<file path="src/rtl/frame_gain_adj_pkg.sv">
// Shared constants and types for the frame gain stage and its frame-average producer.
package frame_gain_adj_pkg;
  localparam int         FRAC       = 6;
  localparam logic [7:0] UNITY_GAIN = 8'd64;
  localparam int         DIV_W      = 14;
  localparam int         DEF_W      = 960;
  localparam int         DEF_H      = 540;

  typedef enum logic [1:0] {
    ST_IDLE,
    ST_DIV,
    ST_CLAMP
  } fsm_state_t;
endpackage

</file>
<file path="src/rtl/frame_gain_adj_div.sv">
// Iterative restoring divider, DIV_W-bit numerator by 8-bit denominator, one quotient bit per cycle.
// done is high during the final iteration; quo is valid the cycle after done.
module gain_div_seq
  import frame_gain_adj_pkg::*;
(
  input  logic             clk,
  input  logic             rst,
  input  logic             start,
  input  logic [DIV_W-1:0] num,
  input  logic [7:0]       den,
  output logic             done,
  output logic [DIV_W-1:0] quo
);
  localparam int CW = $clog2(DIV_W + 1);

  logic [CW-1:0]    cnt_q, cnt_d;
  logic [DIV_W-1:0] quo_q, quo_d;
  logic [7:0]       rem_q, rem_d;
  logic [7:0]       den_q, den_d;
  logic [8:0]       trial;

  always_comb begin
    cnt_d = cnt_q;
    quo_d = quo_q;
    rem_d = rem_q;
    den_d = den_q;
    trial = {rem_q, quo_q[DIV_W-1]};
    if (start) begin
      cnt_d = CW'(DIV_W);
      quo_d = num;
      rem_d = '0;
      den_d = den;
    end else if (cnt_q != '0) begin
      cnt_d = cnt_q - CW'(1);
      // remainder stays below den, so the restored difference always fits 8 bits
      if (trial >= {1'b0, den_q}) begin
        rem_d = 8'(trial - {1'b0, den_q});
        quo_d = {quo_q[DIV_W-2:0], 1'b1};
      end else begin
        rem_d = trial[7:0];
        quo_d = {quo_q[DIV_W-2:0], 1'b0};
      end
    end
  end

  always_ff @(posedge clk or posedge rst) begin
    if (rst) begin
      cnt_q <= '0;
      quo_q <= '0;
      rem_q <= '0;
      den_q <= '0;
    end else begin
      cnt_q <= cnt_d;
      quo_q <= quo_d;
      rem_q <= rem_d;
      den_q <= den_d;
    end
  end

  assign done = (cnt_q == CW'(1));
  assign quo  = quo_q;
endmodule

</file>
<file path="src/rtl/frame_gain_adj.sv">
// Derives gain = TARGET/avg (Q2.6) per frame and applies it to the next frame's pixels, 2-cycle latency.
// Optional GAIN_SMOOTH_EN: pending gain is a 1/4-alpha IIR of the active gain and the new quotient.
module frame_gain_adj
  import frame_gain_adj_pkg::*;
#(
  parameter int W      = DEF_W,
  parameter int H      = DEF_H,
  parameter int TARGET = 128
) (
  input  logic       clk,
  input  logic       rst,
  input  logic       avg_valid,
  input  logic [7:0] avg_data,
  input  logic       pix_valid,
  input  logic [7:0] pix_data,
  output logic       out_valid,
  output logic [7:0] out_data,
  output logic [7:0] gain_out,
  output logic       busy
);
  localparam int XW = $clog2(W);
  localparam int YW = $clog2(H);

  fsm_state_t       state_q, state_d;
  logic             busy_q, busy_d;
  logic             force_q, force_d;
  logic [7:0]       pending_q, pending_d;
  logic             flag_q, flag_d;
  logic [7:0]       gain_q, gain_d;
  logic [XW-1:0]    x_q, x_d;
  logic [YW-1:0]    y_q, y_d;
  logic             vld1_q, vld1_d;
  logic [15:0]      prod_q, prod_d;
  logic             out_valid_q, out_valid_d;
  logic [7:0]       out_data_q, out_data_d;

  logic             div_start, div_done;
  logic [DIV_W-1:0] div_quo;
  logic [7:0]       q_sel, new_gain;
  logic             x_last, y_last, commit;
  logic [16:0]      rnd, scaled;

  gain_div_seq u_div (
    .clk   (clk),
    .rst   (rst),
    .start (div_start),
    .num   (DIV_W'(TARGET << FRAC)),
    .den   (avg_data),
    .done  (div_done),
    .quo   (div_quo)
  );

  assign div_start = (state_q == ST_IDLE) && avg_valid && (avg_data != 8'd0);
  assign q_sel     = (force_q || (|div_quo[DIV_W-1:8])) ? 8'hFF : div_quo[7:0];

`ifdef GAIN_SMOOTH_EN
  logic [9:0] smooth_sum;
  assign smooth_sum = 10'd3 * {2'b00, gain_q} + {2'b00, q_sel} + 10'd2;
  assign new_gain   = smooth_sum[9:2];
`else
  assign new_gain   = q_sel;
`endif

  assign x_last = (x_q == XW'(W - 1));
  assign y_last = (y_q == YW'(H - 1));
  // Swap gains only on the last pixel or while the stream sits idle at frame start.
  assign commit = flag_q && ((pix_valid && x_last && y_last) ||
                             (!pix_valid && (x_q == '0) && (y_q == '0)));

  always_comb begin
    state_d   = state_q;
    busy_d    = busy_q;
    force_d   = force_q;
    pending_d = pending_q;
    flag_d    = flag_q;
    gain_d    = gain_q;
    if (commit) begin
      gain_d = pending_q;
      flag_d = 1'b0;
    end
    case (state_q)
      ST_IDLE: begin
        if (avg_valid) begin
          busy_d  = 1'b1;
          force_d = (avg_data == 8'd0);
          state_d = (avg_data == 8'd0) ? ST_CLAMP : ST_DIV;
        end
      end
      ST_DIV: begin
        if (div_done) state_d = ST_CLAMP;
      end
      ST_CLAMP: begin
        pending_d = new_gain;
        flag_d    = 1'b1;
        busy_d    = 1'b0;
        state_d   = ST_IDLE;
      end
      default: begin
        busy_d  = 1'b0;
        state_d = ST_IDLE;
      end
    endcase
  end

  always_comb begin
    x_d = x_q;
    y_d = y_q;
    if (pix_valid) begin
      if (x_last) begin
        x_d = '0;
        y_d = y_last ? '0 : y_q + YW'(1);
      end else begin
        x_d = x_q + XW'(1);
      end
    end
    vld1_d      = pix_valid;
    prod_d      = 16'(pix_data) * 16'(gain_q);
    rnd         = {1'b0, prod_q} + 17'd32;
    scaled      = rnd >> FRAC;
    out_valid_d = vld1_q;
    out_data_d  = out_data_q;
    if (vld1_q) out_data_d = (|scaled[16:8]) ? 8'hFF : scaled[7:0];
  end

  always_ff @(posedge clk or posedge rst) begin
    if (rst) begin
      state_q     <= ST_IDLE;
      busy_q      <= 1'b0;
      force_q     <= 1'b0;
      pending_q   <= UNITY_GAIN;
      flag_q      <= 1'b0;
      gain_q      <= UNITY_GAIN;
      x_q         <= '0;
      y_q         <= '0;
      vld1_q      <= 1'b0;
      prod_q      <= '0;
      out_valid_q <= 1'b0;
      out_data_q  <= '0;
    end else begin
      state_q     <= state_d;
      busy_q      <= busy_d;
      force_q     <= force_d;
      pending_q   <= pending_d;
      flag_q      <= flag_d;
      gain_q      <= gain_d;
      x_q         <= x_d;
      y_q         <= y_d;
      vld1_q      <= vld1_d;
      prod_q      <= prod_d;
      out_valid_q <= out_valid_d;
      out_data_q  <= out_data_d;
    end
  end

  assign out_valid = out_valid_q;
  assign out_data  = out_data_q;
  assign gain_out  = gain_q;
  assign busy      = busy_q;
endmodule

</file>
<file path="config.mk">
export PLATFORM = sky130hd
export DESIGN_NAME = frame_gain_adj
export DESIGN_NICKNAME = d
export VERILOG_FILES = /design/src/rtl/frame_gain_adj_pkg.sv /design/src/rtl/frame_gain_adj_div.sv /design/src/rtl/frame_gain_adj.sv
export SDC_FILE = /design/constraint.sdc
export NUM_CORES = 1
export LEC_CHECK = 0
export ABC_CLOCK_PERIOD_IN_PS = 3650
export BUFFER_PORTS_ARGS = -buffer_cell sky130_fd_sc_hd__clkbuf_2
export CORE_ASPECT_RATIO = 1.25
export CORE_MARGIN = 4
export CORE_UTILIZATION = 42
export DETAILED_ROUTE_END_ITERATION = 7
export PLACE_DENSITY_LB_ADDON = 0.05
export SETUP_SLACK_MARGIN = 0.1
export SLEW_MARGIN = 20
export SYNTH_ARGS = -nofsm -noshare
export SYNTH_HDL_FRONTEND = slang
export SYNTH_SLANG_ARGS = --single-unit
</file>
<file path="constraint.sdc">
create_clock -name clk -period 3.65 [get_ports clk]
set_input_delay 1.095 -clock clk [delete_from_list [all_inputs] [get_ports clk]]
set_output_delay 1.095 -clock clk [all_outputs]
set_load 0.02 [all_outputs]
</file>
**After elaboration in Yosys (flattened, before gate mapping)**

Cells that the tools add are included.

- Register bits: 101
- Latch bits: 0
- Bits in writable memories: 0
- ROM bits: 0
- Input bits: 20
- Output and inout port bits: 18
- Word-level logic and storage cells: 75
- Memories: 0

- Add/subtract/negate cells: 5
- Multipliers: 1
- Div/mod/pow operators: 0
- Magnitude comparators: 1
- Equality and inequality tests: 7
- Shift operators: 0
- Mux-type cells: 20
- Bitwise gates (word level): 1
- Reduce and logical (&&, ||, !) cells: 24

Operators with widths:

| kind | number |
|---|---|
| $mux W8 | 5 |
| $mux W14 | 2 |
| $add A10 B1 Y10 const B | 2 |
| $eq A10 B10 Y1 const B | 2 |
| $logic_not A10 Y1 | 2 |
| $mux W10 | 2 |
| $add A16 B6 Y17 const B | 1 |
| $mul A8 B8 Y16 | 1 |
| $ge A9 B8 Y1 | 1 |
| $logic_not A8 Y1 | 1 |
| $mux W4 | 2 |
| $reduce_and A2 Y1 | 4 |
| $reduce_bool A8 Y1 | 1 |
| $sub A8 B8 Y8 | 1 |
| $logic_and A1 B1 Y1 | 7 |
| $mux W2 | 3 |
| $reduce_or A6 Y1 | 1 |
| $eq A4 B1 Y1 const B | 1 |
| $mux W1 | 4 |
| $ne A2 B2 Y1 const B | 2 |
| $pmux W2 S2 | 1 |
| $reduce_bool A2 Y1 | 2 |
| $reduce_bool A4 Y1 | 1 |
| $sub A4 B1 Y4 const B | 1 |
| 8 further kinds | 9 |

**Longest topological paths before layout**

Gate-level depths: netlist (run 1).

- Depth in word-level cells: 7
- Mapped depth: 15
- Depth with buffers taken out: 15

**Modules after synthesis**

Synthesis (run 1) repeated with hierarchy kept, for this count alone.

- Cell total of the unflattened synthesis: 677
- Area, all modules: 6668.9 µm²

Modules (own cells, without submodules):

| module | times used | cells each | area each (µm²) |
|---|---|---|---|
| frame_gain_adj | 1 | 472 | 4733.3 |
| gain_div_seq | 1 | 205 | 1935.6 |

**Worst setup path after synthesis (run 1)**

OpenSTA, ideal clock, no wires.

- Path type: input-to-reg
- Start: input port pix_data[0]
- End: register prod_q[14]
- Library setup time: 128 ps
- Data arrival time: 4495 ps
- Data required time: 3522 ps
- Path slack: -973 ps
- Stages: 14
- Path through: and2_1 > fa_1 > fa_1 > ha_1 > inv_1 > fa_1 > inv_1 > ha_1 > a21o_1 > a41o_1 > a21o_1 > a31oi_1 > o21bai_1 > xor2_1

- Word-level cells in the longest chain between the ends: 1

RTL lines:

| element | RTL line | text |
|---|---|---|
| start: declaration | frame_gain_adj.sv:15 | `input logic [7:0] pix_data,` |
| $mul A8 B8 Y16 | frame_gain_adj.sv:117 | `prod_d = 16'(pix_data) * 16'(gain_q);` |
| named net prod_d[14] | frame_gain_adj.sv:33 | `logic [15:0] prod_q, prod_d;` |
| end signal: assignment | frame_gain_adj.sv:149 | `prod_q <= prod_d;` |
| end: declaration | frame_gain_adj.sv:33 |  |

The timed path passes the listed nets, and every way through them passes these cells.
A chain may end at the register's enable or synchronous reset.

**Worst setup path after layout (run 1)**

- Start: input port pix_data[5]
- End: register prod_q[14]

Same word-level chain as after synthesis.

==> results.sh, run 1 <==
export IMPL_synth_area_sq_mm=0.00648
export IMPL_r2r_start="gain_out[2]"
export IMPL_worstHoldPathCells=1
export IMPL_grt_pass1_vias=4927
export IMPL_coreArea_sq_mm=0.0151
export IMPL_die_h_um=147
export IMPL_num_vias=4861
export IMPL_antenna_left=0
export IMPL_die_area_sq_mm=0.0175
export IMPL_async_flop_share_pct=100
export IMPL_avgSynthCellArea_sq_um=9.74
export IMPL_area_growth_pct=20.7
export IMPL_max_slew_margin_pct=36.2
export IMPL_grt_usage_pct=16.8
export IMPL_slew_viol_final=0
export IMPL_placed_area_sq_mm=0.00736
export IMPL_worst_pin_slew_ps=957
export IMPL_place_congestion=0.842
export IMPL_rsz0062_at_grt="true"
export IMPL_dp_hpwl_mm=10.8
export IMPL_grt_max_degree=47
export IMPL_multiInputGateArea_sq_mm=0.00392
export IMPL_portBuffers=37
export IMPL_finalHoldViolCount=0
export IMPL_path_clk_slew_ps=60
export IMPL_gr_total_overflow=0
export IMPL_routed_wirelength_mm=13.9
export IMPL_min_period_ps=4140
export IMPL_die_w_um=119
export IMPL_power_per_cell_area_mw_per_mm2=501
export IMPL_reg2reg_slack_ps=-240
export IMPL_worst_hold_path_endpoint="busy"
export IMPL_drtPass1Iterations=5
export IMPL_hold_slack_ps=452
export IMPL_setup_violations=10
export IMPL_endpoint_kind="flop"
export IMPL_synth_flop_cell="dfrtp_1"
export IMPL_synth_cell_types=56
export IMPL_ys_warnings_count=0
export IMPL_seq_area_sq_mm=0.00240
export IMPL_cp_required_ps=3920
export IMPL_finalCritPeriodShare_pct=113
export IMPL_hp_start="state_q[1]"
export IMPL_post_drt_wl_per_cell_um=14.5
export IMPL_violations="setup timing"
export IMPL_status="finished, violations left"
export IMPL_fin_area_sq_mm=0.00782
export IMPL_rows=50
export IMPL_utilization_pct=51.9
export IMPL_clock_sinks=96
export IMPL_initial_utilization_pct=43.0
export IMPL_fillers=1416
export IMPL_cp_start_kind="input port"
export IMPL_tns_ps=-4080
export IMPL_clockRootBuffer="clkbuf_16"
export IMPL_synth_edf_count=0
export IMPL_cts_tree="done"
export IMPL_grt_pass1_wl_mm=23.8
export IMPL_ios=38
export IMPL_vias_per_cell=5.06
export IMPL_ff2ff_path_depth=13
export IMPL_htree_levels=3
export IMPL_clockBufferDepth=2
export IMPL_postSynthCellCount=665
export IMPL_yosysSeqAreaShare_pct=37.1
export IMPL_setup_slack_ps=-488
export IMPL_p_total_mw=3.92
export IMPL_ys_ff_latch=96
export IMPL_finClkSkew_ps=10.1
export IMPL_worstPathArrival_ps=4400
export IMPL_max_freq_mhz=242
export IMPL_drive_gt1_share_pct=22.7
export IMPL_critPathMaxFanout=7
export IMPL_synthesis_nets=770
export IMPL_numCtsBuffers=9
export IMPL_cts_hold_buf=0
export IMPL_antenna_found_initial=0
export IMPL_reg2reg_to="prod_q[14]"
export IMPL_hp_class="flop to flop"
export IMPL_crit_type="input port to flop"
export IMPL_antenna_cells=0
export IMPL_max_cap_violations=0
export IMPL_nets=853
export IMPL_drt_initial_drc_count=203
export IMPL_clock_latency_ps=350
export IMPL_drc=0
export IMPL_ir_worst_vdd_mv=0.457
export IMPL_power_leakage_nw=3.89
## registers in the layout, summed over array words and instances, names as in the netlist
register,cells
u_div.rem_q,8
prod_q,11
u_div.den_q,8
y_q,10
out_data,8
busy,1
out_valid_d,1
pending_q,8
u_div.quo,14
force_q,1
x_q,10
u_div.cnt_q,4
flag_q,1
state_q,2
out_valid,1
gain_out,8
## power by group
group / internal (mW) / switching [mW] / leakage, nW / total (mW)
Combinational: 0.665 / 0.747 / 2.55 / 1.41
Sequential: 1.35 / 0.214 / 1.20 / 1.56
Clock: 0.532 / 0.410 / 0.140 / 0.942
## worst max-delay path: stages
cell,delay (ps)
buf_12,110
and2_4,150
fa_1,490
fa_1,510
fa_1,520
inv_2,40
fa_1,510
inv_2,50
ha_4,280
nand2_2,50
o21ai_2,200
a31oi_4,60
o21bai_1,160
xor2_1,160
## worst max-delay path by stage
| stage | cells after the start | slack (ps) | from | endpoint |
|---|---|---|---|---|
| 2_1_floorplan | 12 | -640 | pix_data[7] | prod_q[14] |
| 6_report | 14 | -490 | pix_data[5] | prod_q[14] |
| 5_1_grt | 14 | -610 | pix_data[5] | prod_q[14] |
| 3_3_place_gp | 13 | -940 | pix_data[2] | prod_q[12] |
| 3_5_place_dp | 13 | -970 | pix_data[2] | prod_q[14] |
| 4_1_cts | 15 | -510 | pix_data[2] | prod_q[14] |
## layout by cell type (no fill, tap or decap), types with 9 or more instances in the layout
master and instances:
buf_4 49, xor2_1 11, nor2_1 39, and2_4 15
nand3_1 10, nand4_1 9, dfrtp_1 94, nor3_1 9
ha_1 43, nor2b_1 9, and2_1 38, o21ai_0 18
a21oi_1 36, inv_1 66, fa_1 33, clkbuf_2 29
clkbuf_16 11, nand2_1 68, xnor2_1 23
## final cells by class
type	count	area share [%]
clock buffers	11	2.97
clock inverters	5	0.720
inverters	74	3.60
multi-input cells	480	50.1
flip-flops and latches	96	30.7
well taps	208	3.33
repair buffers	87	8.52
## cell families after synthesis
family / Yosys count / share of synthesized area (%)
AND/OR/NAND/NOR: 234 / 18.8
flip-flops: 96 / 37.1
XOR/XNOR: 34 / 4.60
adder cells (fa/ha/maj): 85 / 20.6
buffers and inverters: 89 / 5.21
AO/OA/AOI/OAI: 112 / 10.7
multiplexers: 15 / 2.99
## per-stage QoR
stage / setup slack (ps) / instances
final: -488 / 961
after global routing: -607 / 961
after CTS: -513 / 961
after detailed placement: -967 / 944
after global placement: -937 / 944
after floorplan: -641 / 665
## cell usage after synthesis (10+ instances only)
cell type	n	area, sq um
a21oi_1	41	205
and2_1	53	332
clkbuf_1	11	41.3
dfrtp_1	94	2350
fa_1	36	721
ha_1	49	613
inv_1	74	278
nand2_1	75	282
nand3_1	10	50.1
nor2_1	39	146
o21ai_0	19	95.1
xnor2_1	23	201
xor2_1	11	96.3
## metal layers
| metal | routed length [um] | GRT usage [%] | vias to the layer above |
|---|---|---|---|
| met4 | 295 | 5.97 | 0 |
| met3 | 356 | 3.04 | 21 |
| li1 | - | - | 2387 |
| met1 | 6020 | 20.4 | 2391 |
| met5 | 0 | 0 | - |
| met2 | 7230 | 29.6 | 62 |
## repair_timing
action / 4_1_cts / 5_1_grt
pin swaps: 33 / 20
gates resized for setup: 28 / 23
setup buffers: 2 / 2
setup endpoints to repair: 11 / 11
(Power assumes the default switching activity.)
==> inputs of run 2 (changes only) <==
- RECOVER_POWER: default -> 100
- REMOVE_ABC_BUFFERS: default -> 1
==> results.sh, run 2 (synthesis results as in run 1) <==
export IMPL_status="finished, violations left"
export IMPL_violations="capacitance limit, slew limit, setup timing"
export IMPL_path_clk_slew_ps=70
export IMPL_ios=38
export IMPL_finalCritPeriodShare_pct=116
export IMPL_htree_levels=3
export IMPL_power_leakage_nw=3.81
export IMPL_ff2ff_path_depth=14
export IMPL_clockRootBuffer="clkbuf_16"
export IMPL_reg2reg_to="prod_q[10]"
export IMPL_worstPathArrival_ps=4460
export IMPL_grt_pass1_wl_mm=24.4
export IMPL_antenna_found_initial=0
export IMPL_hp_start="state_q[1]"
export IMPL_antenna_left=0
export IMPL_vias_per_cell=5.07
export IMPL_rows=50
export IMPL_dp_hpwl_mm=10.7
export IMPL_finalHoldViolCount=0
export IMPL_ir_worst_vdd_mv=0.491
export IMPL_initial_utilization_pct=43.0
export IMPL_slew_viol_final=45
export IMPL_cp_start_kind="input port"
export IMPL_cts_hold_buf=0
export IMPL_cpMaxStageDelayCell="fa_1"
export IMPL_rsz0062_at_grt="true"
export IMPL_cts_tree="done"
export IMPL_worst_path_buf_inv=3
export IMPL_grt_usage_pct=17.0
export IMPL_gr_total_overflow=0
export IMPL_cp_top_family="adder cells"
export IMPL_worstHoldPathCells=1
export IMPL_die_h_um=147
export IMPL_num_vias=4905
export IMPL_portBuffers=37
export IMPL_die_area_sq_mm=0.0175
export IMPL_reg2reg_slack_ps=-330
export IMPL_utilization_pct=52.3
export IMPL_area_growth_pct=21.6
export IMPL_critPathMaxFanout=7
export IMPL_fillers=1385
export IMPL_post_drt_wl_per_cell_um=14.6
export IMPL_hold_slack_ps=450
export IMPL_drive_gt1_share_pct=19.9
export IMPL_routed_wirelength_mm=14.2
export IMPL_cpMostUsedCell="fa_1"
export IMPL_max_freq_mhz=236
export IMPL_r2r_start="gain_out[6]"
export IMPL_clockBufferDepth=2
export IMPL_place_congestion=0.838
export IMPL_endpoint_kind="flop"
export IMPL_p_total_mw=3.90
export IMPL_path_cells="clkbuf_16 > and2_4 > fa_1 > fa_2 > fa_1 > inv_1 > fa_1 > inv_2 > ha_4 > a21oi_4 > o21ai_4 > a31oi_4 > o21bai_1 > xor2_1"
export IMPL_hp_class="flop to flop"
export IMPL_coreArea_sq_mm=0.0151
export IMPL_antenna_cells=0
export IMPL_min_period_ps=4240
export IMPL_place_ws_ps=-1260
export IMPL_max_slew_margin_pct=-26.4
export IMPL_drc=0
export IMPL_grt_max_degree=54
export IMPL_clock_latency_ps=340
export IMPL_numCtsBuffers=9
export IMPL_clock_sinks=96
export IMPL_worst_hold_path_endpoint="busy"
export IMPL_setup_violations=10
export IMPL_cpPeakStageDelay_ps=570
export IMPL_die_w_um=119
export IMPL_final_cell_mix="94 x dfrtp_1, 71 x nand2_1, 65 x inv_1"
export IMPL_largest_register_ffs=14
export IMPL_tns_ps=-4590
export IMPL_cp_required_ps=3870
export IMPL_crit_type="input port to flop"
export IMPL_drt_initial_drc_count=147
export IMPL_power_per_cell_area_mw_per_mm2=495
export IMPL_setup_slack_ps=-589
export IMPL_max_cap_violations=1
export IMPL_final_common_cell="dfrtp_1"
export IMPL_drtPass1Iterations=4
export IMPL_grt_pass1_vias=5134
export IMPL_finClkSkew_ps=7.44
export IMPL_worst_pin_slew_ps=1890
export IMPL_nets=860
## run 2: metrics by stage
stage          cells  instance area, sq um
2_1_floorplan    650                  6420
3_3_place_gp     945                  7260
3_5_place_dp     945                  7260
4_1_cts          964                  7870
5_1_grt          968                  7880
6_report         968                  7880
## run 2: area by class of cell
cell class | instances | area [sq um] | share of cell area (%)
timing repair buffer | 94 | 686 | 8.70
multi-input combinational | 480 | 3960 | 50.2
sequential | 96 | 2400 | 30.5
tap | 208 | 260 | 3.30
inverter | 74 | 279 | 3.54
clock inverter | 5 | 38.8 | 0.492
clock buffer | 11 | 253 | 3.21
## run 2: worst max path at each step
stage,startpoint,end,slack (ps),cells past startpoint
2_1_floorplan,pix_data[0],prod_q[14],-970,14
3_3_place_gp,pix_data[1],prod_q[14],-1180,14
3_5_place_dp,pix_data[1],prod_q[14],-1260,14
4_1_cts,pix_data[2],prod_q[12],-540,15
5_1_grt,pix_data[3],prod_q[14],-680,13
6_report,pix_data[2],prod_q[14],-590,14
## run 2: routing by layer
metal  wire length [um]  part of all wire, %  up-vias  track usage, %
met4                423                  3.0        0            6.49
li1                   -                    -     2395               -
met3                397                  2.8       29            2.81
met5                  0                    0        -               0
met2               7370                   52       75            30.3
met1               5990                   42     2406            20.4
## run 2: what timing repair did
item                       4_1_cts  5_1_grt
buffers inserted                 3        6
setup endpoints to repair       11       11
cloned                           0        0
pin swaps                       49       27
resized for setup               59       25
## run 2: power by group
| part | internal [mW] | total [mW] | switching (mW) |
|---|---|---|---|
| sequential | 1.35 | 1.55 | 0.205 |
| clock | 0.505 | 0.922 | 0.418 |
| combinational | 0.657 | 1.42 | 0.765 |
